--- src/rtl/video_pkg.sv ---
// Shared video stream definitions used by the conformer and the formatter.
package video_pkg;

    typedef enum logic [1:0] {
        WAIT_SOF = 2'd0,
        PASS     = 2'd1,
        PAD      = 2'd2,
        DROP     = 2'd3
    } conform_state_t;

    localparam int          VID_MAXWIDTH  = 1280;
    localparam logic [31:0] VID_PAD_PIXEL = 32'h0000_0000;

    function automatic logic [11:0] clamp_dim(
        input logic [11:0] v,
        input logic [11:0] hi
    );
        if (v == 12'd0) return 12'd1;
        if (v > hi) return hi;
        return v;
    endfunction

endpackage

--- src/rtl/axis_reg_slice.sv ---
// Single-entry AXI-Stream register slice carrying 32-bit data, tlast and tuser.
module axis_reg_slice (
    input  logic        aclk,
    input  logic        aresetn,
    input  logic [31:0] in_data,
    input  logic        in_valid,
    input  logic        in_last,
    input  logic        in_user,
    output logic        in_ready,
    output logic [31:0] out_data,
    output logic        out_valid,
    output logic        out_last,
    output logic        out_user,
    input  logic        out_ready
);

    assign in_ready = !out_valid || out_ready;

    always_ff @(posedge aclk) begin
        if (!aresetn) begin
            out_valid <= 1'b0;
            out_data  <= '0;
            out_last  <= 1'b0;
            out_user  <= 1'b0;
        end else if (in_ready) begin
            out_valid <= in_valid;
            if (in_valid) begin
                out_data <= in_data;
                out_last <= in_last;
                out_user <= in_user;
            end
        end
    end

endmodule

--- src/rtl/video_stream_conformer.sv ---
// Forces a VDMA stream into exact cfg_width x cfg_height frames by padding and dropping.
// Define VIDEO_CONFORM_STATS_EN to add short/long/early-SOF event counters.
module video_stream_conformer
    import video_pkg::*;
#(
    parameter int          MAXWIDTH  = VID_MAXWIDTH,
    parameter logic [31:0] PAD_PIXEL = VID_PAD_PIXEL
) (
    input  logic        m_axis_vid_aclk,
    input  logic        aresetn,
    input  logic [31:0] s_axis_tdata,
    input  logic        s_axis_tvalid,
    output logic        s_axis_tready,
    input  logic        s_axis_tlast,
    input  logic        s_axis_tuser,
    output logic [31:0] m_axis_vid_tdata,
    output logic        m_axis_vid_tvalid,
    input  logic        m_axis_vid_tready,
    output logic        m_axis_vid_tlast,
    output logic        m_axis_vid_tuser,
    input  logic [11:0] cfg_width,
    input  logic [11:0] cfg_height,
    output logic        frame_active
`ifdef VIDEO_CONFORM_STATS_EN
    ,
    output logic [15:0] stat_short_lines,
    output logic [15:0] stat_long_lines,
    output logic [15:0] stat_early_sof
`endif
);

    localparam logic [11:0] WMAX = 12'(MAXWIDTH);
    localparam logic [11:0] HMAX = 12'd4095;

    conform_state_t state;
    logic [11:0] x, y, w, h;
    logic [11:0] bx, by, bw, bh;
    logic        fin;
    logic        slice_ready;
    logic        take, sof, fwd, pad_go, push;
    logic        el, ef;
    logic [31:0] push_data;

    always_comb begin
        s_axis_tready = 1'b0;
        unique case (state)
            WAIT_SOF: s_axis_tready = 1'b1;
            PASS:     s_axis_tready = slice_ready && !fin;
            PAD:      s_axis_tready = 1'b0;
            DROP:     s_axis_tready = slice_ready || !s_axis_tuser;
            default:  s_axis_tready = 1'b0;
        endcase
        if (!aresetn) s_axis_tready = 1'b0;
    end

    assign take   = s_axis_tvalid && s_axis_tready;
    assign sof    = take && s_axis_tuser;
    assign fwd    = take && (sof || state == PASS);
    assign pad_go = aresetn && state == PAD && slice_ready;
    assign push   = fwd || pad_go;

    // An SOF beat is placed at (0,0) of a frame sized from the live config.
    assign bx = sof ? 12'd0 : x;
    assign by = sof ? 12'd0 : y;
    assign bw = sof ? clamp_dim(cfg_width, WMAX) : w;
    assign bh = sof ? clamp_dim(cfg_height, HMAX) : h;
    assign el = (bx == bw - 12'd1);
    assign ef = el && (by == bh - 12'd1);

    assign push_data    = pad_go ? PAD_PIXEL : s_axis_tdata;
    assign frame_active = aresetn && (state != WAIT_SOF);

    always_ff @(posedge m_axis_vid_aclk) begin
        if (!aresetn) begin
            state <= WAIT_SOF;
            x     <= '0;
            y     <= '0;
            w     <= 12'd1;
            h     <= 12'd1;
            fin   <= 1'b0;
        end else if (fin) begin
            if (m_axis_vid_tvalid && m_axis_vid_tready) begin
                state <= WAIT_SOF;
                x     <= '0;
                y     <= '0;
                fin   <= 1'b0;
            end
        end else if (push) begin
            if (sof) begin
                w <= bw;
                h <= bh;
            end
            if (ef) begin
                x     <= '0;
                y     <= '0;
                fin   <= 1'b1;
                state <= PASS;
            end else if (el) begin
                x     <= '0;
                y     <= by + 12'd1;
                state <= (fwd && !s_axis_tlast) ? DROP : PASS;
            end else begin
                x     <= bx + 12'd1;
                y     <= by;
                state <= (pad_go || s_axis_tlast) ? PAD : PASS;
            end
        end else if (take && state == DROP && s_axis_tlast) begin
            state <= PASS;
        end
    end

    axis_reg_slice u_slice (
        .aclk      (m_axis_vid_aclk),
        .aresetn   (aresetn),
        .in_data   (push_data),
        .in_valid  (push),
        .in_last   (el),
        .in_user   (fwd && sof),
        .in_ready  (slice_ready),
        .out_data  (m_axis_vid_tdata),
        .out_valid (m_axis_vid_tvalid),
        .out_last  (m_axis_vid_tlast),
        .out_user  (m_axis_vid_tuser),
        .out_ready (m_axis_vid_tready)
    );

`ifdef VIDEO_CONFORM_STATS_EN
    logic short_ev, long_ev, early_ev;

    assign short_ev = fwd && s_axis_tlast && !el;
    assign long_ev  = fwd && !s_axis_tlast && el;
    assign early_ev = sof && state != WAIT_SOF && (x != 12'd0 || y != 12'd0);

    always_ff @(posedge m_axis_vid_aclk) begin
        if (!aresetn) begin
            stat_short_lines <= '0;
            stat_long_lines  <= '0;
            stat_early_sof   <= '0;
        end else begin
            if (short_ev && stat_short_lines != 16'hFFFF)
                stat_short_lines <= stat_short_lines + 16'd1;
            if (long_ev && stat_long_lines != 16'hFFFF)
                stat_long_lines <= stat_long_lines + 16'd1;
            if (early_ev && stat_early_sof != 16'hFFFF)
                stat_early_sof <= stat_early_sof + 16'd1;
        end
    end
`endif

endmodule

--- config.mk ---
export PLATFORM = sky130hd
export DESIGN_NAME = video_stream_conformer
export DESIGN_NICKNAME = d
export VERILOG_FILES = /design/src/rtl/video_pkg.sv /design/src/rtl/axis_reg_slice.sv /design/src/rtl/video_stream_conformer.sv
export SDC_FILE = /design/constraint.sdc
export NUM_CORES = 1
export LEC_CHECK = 0
export ABC_AREA = 1
export BUFFER_PORTS_ARGS = -buffer_cell sky130_fd_sc_hd__buf_2
export CORE_AREA = 10 10 129 108
export CTS_CLUSTER_SIZE = 25
export DETAILED_ROUTE_END_ITERATION = 6
export DIE_AREA = 0 0 139 118
export PLACE_DENSITY = 0.83
export SLEW_MARGIN = 20
export SYNTH_ARGS = -nofsm -noshare
export SYNTH_HDL_FRONTEND = slang
export SYNTH_SLANG_ARGS = --single-unit
export TNS_END_PERCENT = 50
--- constraint.sdc ---
create_clock -name m_axis_vid_aclk -period 3 [get_ports m_axis_vid_aclk]
set_input_delay 0.3 -clock m_axis_vid_aclk [delete_from_list [all_inputs] [get_ports m_axis_vid_aclk]]
set_output_delay 0.3 -clock m_axis_vid_aclk [all_outputs]
set_load 0.005 [all_outputs]
==> key figures <==
Setup path
  • Critical path's largest stage delay: 0.39 ns
  • Worst path cell trace: nand2_2 > inv_2 > nand2_4 > nand3_4 > nand4_4 > buf_12 > nand2_4 > o21ai_4 > ha_4 > inv_2 > nand2_2 > nand3_2 > nor2_2 > nand2_1 > inv_1 > nand2_1 > nor2_1 > nand3_1 > nor2_1 > nand3_2 > nor2_4 > nor2_4 > nand3_2 > a21oi_2
  • R2r setup slk: -0.01 ns
  • Crit Path Max Fanout: 7
  • CP dominant cell by count: nand3_2
  • Critical Path Slowest Stage Cell: dfxtp_4
  • Crit end category: register
  • Crit path kind: reg -> reg
  • CP startpoint kind: register
  • CP Data Arrival Time: between 3 and 4 ns
  • CP Data Required Time: roughly 3.2 ns

Global route
  • Met2 usage: 33.76%
  • Initial antenna violation count: 0
  • Vias in the first global route: 5822
  • Gr ovfl total: 0
  • Met1 usage: a little under a quarter
  • Met3 Use GR: 4.113%
  • Largest net degree at the start of global routing: between 50 and 60
  • First-pass GRT wire length: between 20000 and 30000 um
  • GR Util All Layers: between 10% and 20%
  • Grt peak-use layer: met2

Layout
  • Net count, final: between 1k and 1.5k
  • Final Util: a little under two thirds
  • Area Overhead vs Synth: 26.94%
  • Number of diodes: 0
  • Layout cell share with drive strength beyond 1: between 20 and 25%

Die
  • Total Die Area: between 15000 and 20000 um^2
  • Ports: 99
  • Core Rows: 35
  • Die Wd: 139 um
  • Initial Util: 50.03%
  • Height of the die: around 120 um
  • Core area: around 11000 um^2

Drt
  • DRC Markers: 0
  • Post-DR wirelength/cell: roughly 15 um
  • Final ANT Viol Nets: 0
  • DR iter-0 viols: 660
  • Final WL: 17940 um
  • Vias post-DR: 6399
  • Via density: 5.310
  • Iteration count of the initial detailed-routing pass: 5

Hold path
  • Hold WC Path Type: in -> reg

Yosys
  • Prevailing post-synth register cell: dfxtp_1
  • YS warnings: 0
  • Sequential-to-total area share from yosys stat: between 30% and 40%
  • Synth Instances: about 930
  • #FFs+latches synth: 86
  • Top cells by count, synth: nand2_1 (318), nand3_1 (108), inv_1 (106)
  • EDFF count, synth: 0
  • Share of Yosys cell area claimed by the top area cell type: between 30% and 40%
  • Area of the mapped netlist: between 5000 and 6000 um^2
  • Synth top area cells: dfxtp_1 (30%), nand2_1 (21%), nand3_1 (9.6%)
  • Count leader, synth: nand2_1
  • Syn_nets: around 1000
  • Cell variety after synth: 41
  • Post-Syn Area per Cell: 6.085 um^2
  • Area leader, netlist: dfxtp_1
  • Synth async-reset ratio: 0%

Timing
  • Max-slew violation count: 0
  • Final hold violation count: 0
  • Slew @ Worst Pin: roughly 0.97 ns
  • Setup ws final: -0.01496 ns
  • Fin crit share: 100.5%
  • Skew final: between 0.006 and 0.007 ns
  • Final Setup Violations: 6
  • Fmax: 331.7 MHz
  • Slew margin rel.: a little over a third
  • RSZ-0062 raised after global routing: true
  • Min Tclk post-route: ~3.0 ns

Run status
  • Outcome: finished, violations left
  • Failing checks: negative setup slack

CTS
  • Root Buffer: clkbuf_16
  • Hold-fix buffers, CTS: 0
  • CTS Buffer Depth: 2
  • Worst skew pair latency: 0.35 ns
  • CTS Sinks: 86
  • Num CTS Buffers: 9
  • CTS clock-pin slew for the worst setup and hold paths: 0.06 ns
  • CTS tree: built
  • H-tree depth: 3

Power and ir drop
  • VDD IR max: approximately 280 uV
  • P_leak: between 0.003 and 0.004 uW
  • Power Density: 466.1 nW/um^2
  • Total power: 3345 uW

Placement
  • Final GP Congestion: about 0.95
  • Port Buf Inserts: 98
  • DPL Wire Length: 12200 um

Job
  • MaxCap Viol Count: 0
-- where the power goes --
part	internal [uW]	switching, uW	total [uW]
sequential	1210	43.4	1250
clock	670	476	1150
combinational	350	596	946
-- cells in the final DEF, fill, tap and decap left out, types with 2 or more instances in the layout --
cell type	instances
dfxtp_2	3
nor2_4	12
buf_4	43
a31oi_1	4
nand4_1	14
nand4_4	2
nand3_2	13
nor2_2	14
nor3b_1	2
inv_1	103
nand3_1	102
nand3b_1	4
a21oi_2	2
nand2_4	4
nor3_1	6
clkbuf_16	12
inv_6	2
o211ai_1	2
a21oi_1	79
buf_2	98
nand3_4	2
dfxtp_1	82
ha_1	2
nand2_1	300
nor2_1	50
inv_2	5
or2_2	3
o21ai_1	4
o21bai_1	3
buf_12	3
nand2_2	16
o21ai_2	2
nor3_2	2
xor2_1	12
ha_4	2
o21ai_4	7
o21ai_0	29
-- kinds of logic (layout without fill, tap and decap cells) --
kind of cell    Yosys count  after routing  synth area share (%)
simple gates            547            549                 42.61
compound gates          135            135                 13.35
fa+ha+maj                 4              4                0.8854
xor+xnor                 12             12                 1.859
buf+inv                 145            271                 10.85
flops                    86             86                 30.46
-- worst max-delay path: cells and delay by family, from the launching register on --
family,cells,cell delay (ns)
simple gates,17,1.67
flops,1,0.39
buf+inv,4,0.37
fa+ha+maj,1,0.30
compound gates,2,0.12
-- through the flow --
step	std cells	hold slack [ns]	worst slack, ns	area, um^2	setup TNS, ns
2_1_floorplan	929	0.4268	0.2267	5653	0
3_3_place_gp	1180	0.4408	0.005294	6475	0
3_5_place_dp	1180	0.4490	-0.05394	6475	-0.4716
4_1_cts	1196	0.2131	0.02148	6782	0
5_1_grt	1205	0.2240	-0.1860	7176	-3.454
6_report	1205	0.2189	-0.01496	7176	-0.05507
-- sequential cells by signal, indices dropped and copies added (netlist names) --
signal,count
y,12
u_slice.out_user,1
u_slice.out_last,1
h,12
u_slice.out_valid,1
fin,1
u_slice.out_data,32
x,12
state,2
w,12
-- routing by layer --
metal	up-vias	wire [um]
met5	-	0
met4	0	399
met3	43	829
met2	197	9149
met1	2920	7557
li1	3239	-
-- layout make-up --
class                      count  area [um^2]
fill                         998         4123
multi-input combinational    700         3598
sequential                    86         1729
timing repair buffer         148        959.7
inverter                     108        405.4
clock buffer                  11        242.7
tap                          148        185.2
clock inverter                 4        55.05
-- final timing paths --
check	from	endpoint	depth (start not counted)
worst min register to register	w[11]	w[11]	2
worst max-delay path	state[1]	y[1]	24
worst min-delay path	s_axis_tdata[16]	u_slice.out_data[16]	3
worst max register to register	state[1]	y[1]	24
-- repair_timing --
item	in CTS	in global routing
cloned	1	4
setup buffers	0	5
resized for setup	1	69
endpoints found under the setup margin	15	27
pin swaps	1	27
Power figures use the tool's default switching activity.
